<file path="src/rtl/adder_rr_arbiter.sv">
// adder_rr_arbiter: round-robin front end for one shared 64-bit carry-lookahead adder.
// Requesters present operands over valid/ready. The granted operands are registered, the
// adder settles for a full cycle, and the registered sum is returned on one response
// channel tagged with the requester ID. One operation takes three cycles: IDLE, ADD, HOLD.
// Optional feature: define ADDER_ARB_STATS_EN to add the STAT_COUNT port and a
// saturating completion counter.
module adder_rr_arbiter #(
    parameter int NREQ = 4,
    localparam int IDW = $clog2(NREQ)
) (
    input  logic                 CLK,
    input  logic                 RST,
    input  logic [NREQ-1:0]      REQ_VALID,
    output logic [NREQ-1:0]      REQ_READY,
    input  logic [NREQ*64-1:0]   REQ_A,
    input  logic [NREQ*64-1:0]   REQ_B,
    output logic                 RSP_VALID,
    input  logic                 RSP_READY,
    output logic [63:0]          RSP_SUM,
    output logic [IDW-1:0]       RSP_ID
`ifdef ADDER_ARB_STATS_EN
    ,
    output logic [31:0]          STAT_COUNT
`endif
);

    typedef enum logic [1:0] {
        IDLE = 2'd0,
        ADD  = 2'd1,
        HOLD = 2'd2
    } state_t;

    state_t         state_reg;
    state_t         state_next;

    logic [IDW-1:0] ptr_reg;
    logic [IDW-1:0] ptr_next;
    logic [63:0]    op_a_reg;
    logic [63:0]    op_b_reg;
    logic [IDW-1:0] id_reg;
    logic [63:0]    sum_reg;

    logic           grant_valid;
    logic [IDW-1:0] grant_idx;
    logic           accept;
    logic           rsp_fire;
    logic [63:0]    adder_sum;

    // Round-robin search: first valid requester at or after ptr_reg, wrapping to 0.
    // Scanning from the farthest offset back towards ptr_reg lets the nearest one win.
    always_comb begin
        grant_valid = 1'b0;
        grant_idx   = '0;
        for (int k = NREQ - 1; k >= 0; k--) begin
            int s;
            s = int'(ptr_reg) + k;
            if (s >= NREQ) begin
                s = s - NREQ;
            end
            if (REQ_VALID[s]) begin
                grant_valid = 1'b1;
                grant_idx   = IDW'(s);
            end
        end
    end

    // Pointer moves to the slot just past the winner, wrapping at NREQ-1.
    always_comb begin
        ptr_next = (grant_idx == IDW'(NREQ - 1)) ? '0 : grant_idx + IDW'(1);
    end

    // State register.
    always_ff @(posedge CLK) begin
        if (RST) begin
            state_reg <= IDLE;
        end else begin
            state_reg <= state_next;
        end
    end

    // Next-state logic.
    always_comb begin
        state_next = state_reg;
        case (state_reg)
            IDLE:    if (grant_valid) state_next = ADD;
            ADD:     state_next = HOLD;
            HOLD:    if (RSP_READY) state_next = IDLE;
            default: state_next = IDLE;
        endcase
    end

    // Outputs: the one-hot ready is gated by reset so nothing is accepted while RST is high.
    always_comb begin
        accept    = (state_reg == IDLE) && grant_valid && !RST;
        RSP_VALID = (state_reg == HOLD) && !RST;
        rsp_fire  = RSP_VALID && RSP_READY;
        REQ_READY = '0;
        if (accept) begin
            REQ_READY[grant_idx] = 1'b1;
        end
    end

    // Datapath: capture operands and ID on accept, capture the adder result at the end of ADD.
    always_ff @(posedge CLK) begin
        if (RST) begin
            ptr_reg  <= '0;
            op_a_reg <= '0;
            op_b_reg <= '0;
            id_reg   <= '0;
            sum_reg  <= '0;
        end else begin
            if (accept) begin
                ptr_reg  <= ptr_next;
                op_a_reg <= REQ_A[int'(grant_idx) * 64 +: 64];
                op_b_reg <= REQ_B[int'(grant_idx) * 64 +: 64];
                id_reg   <= grant_idx;
            end
            if (state_reg == ADD) begin
                sum_reg <= adder_sum;
            end
        end
    end

    assign RSP_SUM = sum_reg;
    assign RSP_ID  = id_reg;

    // Carry-lookahead adder: 4-bit lookahead groups, group generate/propagate chained
    // between groups. Carry-in is 0 and the final carry-out is not formed.
    logic [63:0] gen_bit;
    logic [63:0] prop_bit;
    logic [63:0] carry;

    assign gen_bit  = op_a_reg & op_b_reg;
    assign prop_bit = op_a_reg ^ op_b_reg;
    assign carry[0] = 1'b0;

    for (genvar gi = 0; gi < 16; gi++) begin : g_cla
        localparam int B = 4 * gi;
        logic [3:0] g;
        logic [3:0] p;
        logic       cin;

        assign g   = gen_bit[B +: 4];
        assign p   = prop_bit[B +: 4];
        assign cin = carry[B];

        assign carry[B+1] = g[0] | (p[0] & cin);
        assign carry[B+2] = g[1] | (p[1] & g[0]) | (p[1] & p[0] & cin);
        assign carry[B+3] = g[2] | (p[2] & g[1]) | (p[2] & p[1] & g[0])
                          | (p[2] & p[1] & p[0] & cin);

        if (gi < 15) begin : g_link
            logic grp_g;
            logic grp_p;
            assign grp_g = g[3] | (p[3] & g[2]) | (p[3] & p[2] & g[1])
                         | (p[3] & p[2] & p[1] & g[0]);
            assign grp_p = &p;
            assign carry[B+4] = grp_g | (grp_p & cin);
        end
    end

    assign adder_sum = prop_bit ^ carry;

`ifdef ADDER_ARB_STATS_EN
    logic [31:0] stat_count_reg;

    // Completed-operation counter; saturates instead of wrapping.
    always_ff @(posedge CLK) begin
        if (RST) begin
            stat_count_reg <= '0;
        end else if (rsp_fire && (stat_count_reg != 32'hFFFF_FFFF)) begin
            stat_count_reg <= stat_count_reg + 32'd1;
        end
    end

    assign STAT_COUNT = stat_count_reg;
`else
    // Without the counter the handshake fire signal has no consumer.
    logic unused_fire;
    assign unused_fire = rsp_fire;
`endif

endmodule

</file>
<file path="config.mk">
export PLATFORM = sky130hd
export DESIGN_NAME = adder_rr_arbiter
export DESIGN_NICKNAME = d
export VERILOG_FILES = /design/src/rtl/adder_rr_arbiter.sv
export SDC_FILE = /design/constraint.sdc
export NUM_CORES = 1
export LEC_CHECK = 0
export ABC_CLOCK_PERIOD_IN_PS = 4000
export CORE_AREA = 2 2 231 233
export CTS_CLUSTER_DIAMETER = 60
export DETAILED_ROUTE_END_ITERATION = 8
export DIE_AREA = 0 0 233 235
export GPL_ROUTABILITY_DRIVEN = 0
export GPL_TIMING_DRIVEN = 0
export PLACE_DENSITY = 0.51
export SLEW_MARGIN = 15
export SYNTH_ARGS = -nofsm -noshare
export SYNTH_HDL_FRONTEND = slang
export SYNTH_SLANG_ARGS = --single-unit
</file>
<file path="constraint.sdc">
create_clock -name CLK -period 4 [get_ports CLK]
set_input_delay 0.6 -clock CLK [delete_from_list [all_inputs] [get_ports CLK]]
set_output_delay 0.6 -clock CLK [all_outputs]
set_load 0.01 [all_outputs]
</file>
==> results.sh <==
export IMPL_ys_types=65
export IMPL_slew_headroom_pct=24.1
export IMPL_grt_start_max_net_pins=21
export IMPL_max_freq_ghz=0.260
export IMPL_start_util_pct=25.1
export IMPL_cp_arrival_ns=3.25
export IMPL_nets=3090
export IMPL_hold_class="reg -> reg"
export IMPL_powerDensity_nw_per_um2=339
export IMPL_clkTransAtPathRegs_ns=0.07
export IMPL_hold_violations=0
export IMPL_synth_top_area_share_pct=30.2
export IMPL_synthTopCellsByArea="dfxtp_1 (30%), nand2_1 (17%), a311oi_1 (8.6%)"
export IMPL_drc=0
export IMPL_ant_nets=0
export IMPL_leakage_nw=8.55
export IMPL_status="completed"
export IMPL_seq_area_um2=3960
export IMPL_multi_input_area_um2=8560
export IMPL_instances_no_fill=3190
export IMPL_syn_to_final_growth_pct=57.5
export IMPL_criticalPathCategory="in -> out"
export IMPL_drt_vias_per_instance=4.93
export IMPL_tightestPinTransition_ns=1.14
export IMPL_skew_ns=0.0111
export IMPL_design_area_um2=20600
export IMPL_netlist_area_um2=13100
export IMPL_core_area_um2=52200
export IMPL_crit_buf_inv=6
export IMPL_portBuffers=588
export IMPL_critPathMaxFanout=11
export IMPL_cts_tree="done"
export IMPL_fin_crit_ns=3.85
export IMPL_die_width_um=233
export IMPL_wl_per_cell_um=20.9
export IMPL_cts_hold_buf=0
export IMPL_fillers=5566
export IMPL_fp_dieH_um=235
export IMPL_peakVddDrop_uv=323
export IMPL_path_cells="clkdlybuf4s50_1 > inv_1 > nor2_1 > a21oi_1 > nor2_1 > a211oi_4 > buf_4 > inv_1 > clkbuf_2 > ha_1 > and2_1 > clkdlybuf4s50_1"
export IMPL_clk_latency_ns=0.46
export IMPL_synth_flop_cell="dfxtp_1"
export IMPL_avgSynthCellArea_um2=6.99
export IMPL_ys_warn_count=0
export IMPL_setup_tns_ns=0
export IMPL_power_w=0.00699
export IMPL_antenna_found_initial=1
export IMPL_startpoint_type="input pin"
export IMPL_hpwl_um=54600
export IMPL_synth_edff_count=0
export IMPL_drtIter0Drc=881
export IMPL_cts_buffers=17
export IMPL_grt_usage_pct=23.6
export IMPL_finalWirelength_um=66700
export IMPL_placed_cell_area_um2=19900
export IMPL_critPathCaptureType="output port"
export IMPL_grt_ovfl_total=0
export IMPL_vias=15700
export IMPL_drt_first_pass_iters=5
export IMPL_maxCapViolCount=0
export IMPL_slew_viol_final=0
export IMPL_clk_path_buf_depth=2
export IMPL_syn_instance_count=1874
export IMPL_synth_seq_cells=198
export IMPL_cts_sinks=198
export IMPL_final_util_pct=39.5
export IMPL_slowest_stage="clkdlybuf4s50_1"
export IMPL_setup_viol=0
export IMPL_grt_pass1_vias=15900
export IMPL_path_delay_family="buffers and inverters"
export IMPL_final_period_utilization_pct=96.3
export IMPL_cp_slowest_stage_delay_ns=0.57
export IMPL_fp_dieArea_um2=54800
export IMPL_syn_nets=2476
export IMPL_async_reset_ff_share_pct=0
export IMPL_std_cell_rows=84
export IMPL_rsz0062_at_grt="false"
export IMPL_cts_root_buf="clkbuf_16"
export IMPL_place_inst=3153
export IMPL_synth_seq_area_share_pct=30.2
export IMPL_synth_area_leader_cell="dfxtp_1"
export IMPL_required_ns=3.40
export IMPL_ioPinCount=590
export IMPL_drive_gt1_share_pct=2.88
export IMPL_h_tree_depth=4
export IMPL_grt_pass1_wl_um=97000
cells in the mapped netlist, types with 5 or more instances:
| library cell | number |
|---|---|
| nor3_1 | 10 |
| a21oi_1 | 192 |
| xnor2_1 | 26 |
| a21o_1 | 16 |
| nand3_1 | 5 |
| buf_1 | 14 |
| and3_1 | 129 |
| ha_1 | 67 |
| a311oi_1 | 129 |
| nand4_1 | 6 |
| clkbuf_1 | 131 |
| o21ai_0 | 29 |
| inv_1 | 20 |
| nand2_1 | 601 |
| xor2_1 | 13 |
| nor2_1 | 167 |
| and2_1 | 6 |
| a211oi_1 | 19 |
| dfxtp_1 | 198 |
| fa_1 | 16 |
| or3_1 | 6 |
| o21a_1 | 5 |
per-layer routing:
layer  share of wire, %  GRT usage (%)
met1                 42           28.5
met5                  0              0
met4                2.2           6.74
met3                6.2           4.65
met2                 49           42.1
worst register-to-register path: cells and delay by family (launching register included):
kind | cells | cell delay, ns
XOR/XNOR | 1 | 0.16
adder cells (fa/ha/maj) | 2 | 0.74
flip-flops | 1 | 0.32
AO/OA/AOI/OAI | 6 | 1.78
AND/OR/NAND/NOR | 3 | 0.58
final timing paths:
path,start,to,slack [ns],depth (start not counted)
worst min register to register,RSP_SUM[12],RSP_SUM[12],0.46,2
worst min-delay path,RSP_SUM[12],RSP_SUM[12],0.46,2
worst max-delay path,REQ_VALID[0],REQ_READY[2],0.15,12
worst max register to register,op_a_reg[13],RSP_SUM[61],0.34,12
report_power, final:
group | internal [W] | leakage [nW] | switching (W) | total, W
Sequential | 0.00217 | 1.62 | 0.000154 | 0.00233
Combinational | 0.00120 | 6.63 | 0.00153 | 0.00273
Clock | 0.00109 | 0.305 | 0.000845 | 0.00194
cell usage in the layout, fill, tap and decap left out, types with 4 or more instances in the layout:
cell / count
nand2_1: 601
clkdlybuf4s50_1: 588
dfxtp_1: 198
a21oi_1: 192
nor2_1: 167
and3_1: 129
a311oi_1: 129
clkbuf_1: 120
ha_1: 67
o21ai_0: 29
xnor2_1: 26
inv_1: 20
a211oi_1: 18
clkbuf_16: 17
a21o_1: 16
fa_1: 16
buf_1: 14
xor2_1: 13
buf_4: 11
nor3_1: 10
or3_1: 6
nand4_1: 6
and2_1: 6
o21a_1: 5
nand3_1: 5
o21bai_1: 4
o21ai_1: 4
a32o_1: 4
clkinvlp_4: 4
bufinv_16: 4
cell type report:
type	count	share of cell area (%)
Timing Repair Buffer	598	28.9
Multi-Input combinational cell	1509	41.5
Inverter	22	0.412
Sequential cell	198	19.2
Antenna cell	1	0.0121
Clock inverter	13	0.934
Buffer	142	2.69
Clock buffer	19	2.19
Tap cell	688	4.17
kinds of logic after synthesis:
group / Yosys count / share of synthesized area, %
AOI/OAI and AO/OA: 437 / 22.8
buffers and inverters: 167 / 4.78
xor gates and xnor gates: 39 / 2.61
and+or+nand+nor: 949 / 30.6
muxes: 1 / 0.0764
DFF: 198 / 30.2
adders and majority gates: 83 / 8.84
repair_timing:
action | in CTS | in global routing
setup endpoints to repair | 104 | 10
setup buffers | 3 | 4
resized for setup | 12 | 5
pin swaps | 2 | 1
stage by stage:
step                hold slack [ns]  setup slack (ns)
finish                        0.456             0.150
global route                  0.472           0.00606
CTS                           0.456            0.0165
detailed placement            0.442             -1.12
global placement              0.435             -3.72
floorplan                     0.461              1.10
No activity file was read; power rests on OpenSTA's default activity.
